<file path="config.mk">
export PLATFORM = sky130hd
export DESIGN_NAME = ga_config_ctrl
export DESIGN_NICKNAME = d
export VERILOG_FILES = /design/src/rtl/ga_config_ctrl.sv
export SDC_FILE = /design/constraint.sdc
export NUM_CORES = 1
export LEC_CHECK = 0
export BUFFER_PORTS_ARGS = -buffer_cell sky130_fd_sc_hd__buf_4
export CORE_MARGIN = 2
export CORE_UTILIZATION = 40
export CTS_CLUSTER_DIAMETER = 60
export CTS_CLUSTER_SIZE = 28
export DETAILED_ROUTE_END_ITERATION = 10
export PLACE_DENSITY = 0.66
export SETUP_SLACK_MARGIN = 0.02
export SYNTH_ARGS = -nofsm -noshare
export SYNTH_HDL_FRONTEND = slang
export SYNTH_SLANG_ARGS = --single-unit
</file>
<file path="constraint.sdc">
create_clock -name clk -period 1.75 [get_ports clk]
set_clock_uncertainty 0.2 [all_clocks]
set_input_delay 0.35 -clock clk [delete_from_list [all_inputs] [get_ports clk]]
set_output_delay 0.35 -clock clk [all_outputs]
set_load 0.02 [all_outputs]
</file>
<file path="src/rtl/ga_config_ctrl.sv">
// Gate Array register/configuration controller: decodes GA I/O writes and Plus
// ASIC palette writes, holds standard and Plus ink files, border colours, ROM
// enables, RAM banking, and retimes screen-mode changes to the HSYNC rise.
module ga_config_ctrl (
  input  logic              clk,
  input  logic              RESET_N,
  input  logic              SEL,
  input  logic              IOWR,
  input  logic [7:0]        D,
  input  logic              HSYNC,
  input  logic              PLUS_WR,
  input  logic [5:0]        PLUS_ADDR,
  input  logic [7:0]        PLUS_DATA,
  output logic [15:0][4:0]  INKR,
  output logic [4:0]        BORDER,
  output logic [15:0][11:0] PLUS_INKR,
  output logic [11:0]       PLUS_BORDER,
  output logic [1:0]        MODE,
  output logic              ROMEN_LO,
  output logic              ROMEN_HI,
  output logic [5:0]        RAM_CFG,
  output logic              IRQ_RESET
);

  logic              ga_wr_q, hsync_q, plus_wr_q;
  logic              ga_ev, hs_ev, plus_ev;
  logic              pen_wr, col_wr, cfg_wr, ram_wr;
  logic [4:0]        pen_sel_q;
  logic [15:0][4:0]  inkr_q;
  logic [4:0]        border_q;
  logic [15:0][11:0] plus_inkr_q;
  logic [11:0]       plus_border_q;
  logic [1:0]        mode_pend_q, mode_q, mode_d;
  logic              romen_lo_q, romen_hi_q, irq_q;
  logic [5:0]        ram_cfg_q;

  // Zeroed history makes a strobe already high at reset release count as an edge.
  assign ga_ev   = SEL & IOWR & ~ga_wr_q;
  assign hs_ev   = HSYNC & ~hsync_q;
  assign plus_ev = PLUS_WR & ~plus_wr_q;

  assign pen_wr = ga_ev & (D[7:6] == 2'b00);
  assign col_wr = ga_ev & (D[7:6] == 2'b01);
  assign cfg_wr = ga_ev & (D[7:6] == 2'b10);
  assign ram_wr = ga_ev & (D[7:6] == 2'b11);

  // Strobe and sync history for rising-edge detection
  always_ff @(posedge clk or negedge RESET_N) begin
    if (!RESET_N) begin
      ga_wr_q   <= 1'b0;
      hsync_q   <= 1'b0;
      plus_wr_q <= 1'b0;
    end else begin
      ga_wr_q   <= SEL & IOWR;
      hsync_q   <= HSYNC;
      plus_wr_q <= PLUS_WR;
    end
  end

  // Pen select and standard ink/border writes
  always_ff @(posedge clk or negedge RESET_N) begin
    if (!RESET_N) begin
      pen_sel_q <= '0;
      inkr_q    <= '0;
      border_q  <= '0;
    end else begin
      if (pen_wr)
        pen_sel_q <= D[4] ? 5'd16 : {1'b0, D[3:0]};
      if (col_wr) begin
        if (pen_sel_q[4])
          border_q <= D[4:0];
        else
          inkr_q[pen_sel_q[3:0]] <= D[4:0];
      end
    end
  end

  // A config write landing on the HSYNC-rise cycle is forwarded straight to MODE
  always_comb begin
    mode_d = mode_q;
    if (hs_ev)
      mode_d = cfg_wr ? D[1:0] : mode_pend_q;
  end

  // Config, RAM banking, mode retime and interrupt-reset pulse
  always_ff @(posedge clk or negedge RESET_N) begin
    if (!RESET_N) begin
      mode_pend_q <= '0;
      mode_q      <= '0;
      romen_lo_q  <= 1'b1;
      romen_hi_q  <= 1'b1;
      ram_cfg_q   <= '0;
      irq_q       <= 1'b0;
    end else begin
      mode_q <= mode_d;
      irq_q  <= cfg_wr & D[4];
      if (cfg_wr) begin
        mode_pend_q <= D[1:0];
        romen_lo_q  <= ~D[2];
        romen_hi_q  <= ~D[3];
      end
      if (ram_wr)
        ram_cfg_q <= D[5:0];
    end
  end

  // Plus palette byte writes: even byte = R and B nibbles, odd byte = G nibble
  always_ff @(posedge clk or negedge RESET_N) begin
    if (!RESET_N) begin
      plus_inkr_q   <= '0;
      plus_border_q <= '0;
    end else if (plus_ev) begin
      if (!PLUS_ADDR[5]) begin
        if (!PLUS_ADDR[0]) begin
          plus_inkr_q[PLUS_ADDR[4:1]][11:8] <= PLUS_DATA[7:4];
          plus_inkr_q[PLUS_ADDR[4:1]][3:0]  <= PLUS_DATA[3:0];
        end else begin
          plus_inkr_q[PLUS_ADDR[4:1]][7:4]  <= PLUS_DATA[3:0];
        end
      end else if (PLUS_ADDR[4:1] == 4'd0) begin
        if (!PLUS_ADDR[0]) begin
          plus_border_q[11:8] <= PLUS_DATA[7:4];
          plus_border_q[3:0]  <= PLUS_DATA[3:0];
        end else begin
          plus_border_q[7:4]  <= PLUS_DATA[3:0];
        end
      end
    end
  end

  assign INKR        = inkr_q;
  assign BORDER      = border_q;
  assign PLUS_INKR   = plus_inkr_q;
  assign PLUS_BORDER = plus_border_q;
  assign MODE        = mode_q;
  assign ROMEN_LO    = romen_lo_q;
  assign ROMEN_HI    = romen_hi_q;
  assign RAM_CFG     = ram_cfg_q;
  assign IRQ_RESET   = irq_q;

endmodule

</file>
==> results by group <==
Timing
  – Setup ws final: -0.0481 ns
  – Final setup viols: 30
  – Setup repair after global routing missed its margin: yes
  – F_max: 556 MHz
  – Pins Over Slew Limit: 0
  – Fin. Hold Viols: 0
  – Rel. slew slack: 0.689
  – Minimum clock period: about 1.8 ns
  – Worst Max-Slew Pin Slew: 0.467 ns
  – Fin crit share: 1.03

Final layout
  – Nets: 1,184
  – Fill cells: 2,494
  – Design area: 17,400 um2
  – Area Overhead vs Synth: 41.4%
  – Share of cells above drive strength 1: 0.678

Synth
  – Netlist cell types: 37
  – Register area share after synthesis: 0.630
  – Post-synth top flop: dfrtp_1
  – Largest area contributor in the netlist: dfrtp_1
  – Cells after Synth: 756
  – Mapped Nets: 784
  – Number of synthesized register bits: 310
  – Yosys warns: 0
  – Synth Cell Area: 12,300 um2
  – Syn Area/Cell: 16.3 um2
  – Post-synth EDFFs: 0
  – Top-area cell type share of the netlist area: 0.626
  – Top cells by area, synth: dfrtp_1, mux2_2, mux2_1, nand3_2, nand3_4
  – Synth async-reset ratio: 1.00

Route
  – Final WL: 34,400 um
  – DRT antenna net count: 0
  – Number of remaining DRC errors: 0
  – Routed length per instance: between 20 and 25 um
  – Via Count: 7,986
  – DR pass1 iterations: 6
  – Via-to-Cell Ratio: just over 5
  – Number of DRC violations after detailed-routing iteration 0: 307

Setup path
  – Critical Path End Type: flip-flop
  – Critical path class: reg2reg
  – CP arrival: between 2 and 2.5 ns
  – CP Launch Type: flip-flop
  – WP data required: 1.98 ns
  – Reg2Reg Setup Slack: -0.05 ns
  – Crit-path max FO: 5

GRT
  – First-pass GRT wire length: 53,000 um
  – Largest net degree at the start of global routing: 62
  – Tot GR Track Use: 0.209
  – Antenna violations before repair: 1
  – Total grt overflow: 0
  – Vias in the first global route: 8,402

Floorplan
  – Die Ht: 180 um
  – Die area: between 30,000 and 40,000 um2
  – Initial Util: 0.405
  – Die width: 180 um
  – Row count: 64
  – Core area: approximately 30,000 um2
  – Io pins: 328

Clock network
  – Skew-Pair Late Insertion Delay: 0.55 ns
  – CTS buffer count: 29
  – H-tree levels: 1
  – TritonCTS clock tree: yes
  – CTS clk-pin slew, worst paths: 0.09 ns
  – CTS Sinks: 310
  – Clock Path Buffers: 3
  – CTS Root Buffer Type: clkbuf_16

Status
  – Failing checks: negative setup slack
  – Status: finished with violations

Placed design
  – DP Area: 15,800 um2
  – Global placement routability congestion: 0.802
  – Port Buffers: 327
  – DPL Wire Length: 24,000 um

Power and ir drop
  – Leakage: roughly 0.009 uW
  – Pwr per Cell Area: 1050 nW/um2
  – Peak VDD IR: 0.872 mV
  – Pwr Total: 18,200 uW

Flow run
  – Maxcap violations: 0

Worst hold path
  – Hold WC Path Type: in2async
[Yosys cell counts, types with 4 or more instances]
library cell,number
and4_4,4
buf_2,5
buf_4,7
buf_6,5
clkbuf_1,26
dfrtp_1,308
mux2_1,17
mux2_2,281
nand3_1,6
nand3_2,17
nand3_4,8
nand4_1,6
nand4_4,4
nor2_1,5
nor2b_1,11
o21ai_0,6
[through the flow]
stage / setup WS, ns / util / hold slack [ns] / TNS [ns] / cells
3_5_place_dp: -0.185 / 0.519 / 0.00865 / -22.23 / 1503
4_1_cts: -0.0342 / 0.560 / 0.0118 / -0.195 / 1570
5_1_grt: -0.0809 / 0.573 / 0.0186 / -5.04 / 1576
3_3_place_gp: -0.169 / 0.519 / 0.0100 / -19.05 / 1503
2_1_floorplan: -0.0495 / - / -0.146 / -0.396 / 756
6_report: -0.0481 / 0.573 / 0.0253 / -0.497 / 1576
[worst max-delay path, cell delays in order (launching register included)]
cell	delay, ns
dfrtp_1	0.40
and4bb_2	0.36
buf_6	0.13
and4_4	0.28
mux2_4	0.31
[state kept, by name, indices dropped and copies added (netlist names), 2 cells and up]
signal       cells
INKR            80
PLUS_INKR      192
RAM_CFG          6
PLUS_BORDER     12
mode_pend_q      2
pen_sel_q        5
MODE             2
BORDER           5
[layout by cell type (no fill, tap or decap), drive strengths merged]
master       count
and4bb           4
nand2            3
mux2           300
dfstp            2
nor4             1
inv             12
and4b            2
dlygate4sd3     10
and2b            3
a21oi            2
nand3b           1
o31ai            2
and3             3
clkinv           8
nand2b           2
and3b            1
and4             6
nor4b            1
dfrtp          308
bufinv           1
clkbuf          34
nand3           31
nor2             7
diode            1
nor2b           11
a31oi            2
buf            400
clkinvlp         1
o21ai            6
nand4           13
and2             2
[worst paths after layout]
| kind | depth (start not counted) | end | start |
|---|---|---|---|
| worst min-delay path | 2 | PLUS_INKR[59] | RESET_N |
| worst max register to register | 4 | INKR[72] | ga_wr_q |
| max in group asynchronous | 4 | INKR[8] | RESET_N |
| worst max-delay path | 4 | INKR[72] | ga_wr_q |
| worst min register to register | 1 | INKR[42] | INKR[42] |
| min in group clk | 2 | IRQ_RESET | D[4] |
[area by class of cell]
class | instances | area (um2) | area share
flip-flops and latches | 310 | 7760 | 0.445
diodes | 1 | 2.50 | 0.000144
multi-input cells | 403 | 4680 | 0.269
repair buffers | 412 | 3450 | 0.198
clock inverters | 22 | 282 | 0.0162
well taps | 396 | 495 | 0.0284
clock buffers | 32 | 757 | 0.0434
[logic make-up after synthesis]
| logic type | Yosys count | share of synthesized area |
|---|---|---|
| AOI/OAI and AO/OA | 12 | 0.00548 |
| buffers and inverters | 43 | 0.0188 |
| DFF | 310 | 0.630 |
| muxes | 300 | 0.275 |
| and+or+nand+nor | 91 | 0.0712 |
[routing by layer]
metal	vias up	track usage	part of all wire
li1	3538	-	-
met1	4146	0.278	0.43
met2	244	0.329	0.46
met3	58	0.0667	0.077
met4	0	0.0621	0.030
met5	-	0	0
[report_power, final]
group          switching, uW  internal (uW)
clock                   3230           3510
combinational           1790           1510
sequential               378           7810
total                   5410          12800
[what timing repair did]
action | CTS | global route
hold endpoints to repair | 320 | 0
hold buffers | 10 | 0
pin swaps | 8 | 7
setup endpoints to repair | 101 | 188
setup buffers | 3 | 3
gates cloned | 0 | 2
resized for setup | 24 | 71
Note: power is estimated with default switching activity, not from simulation.
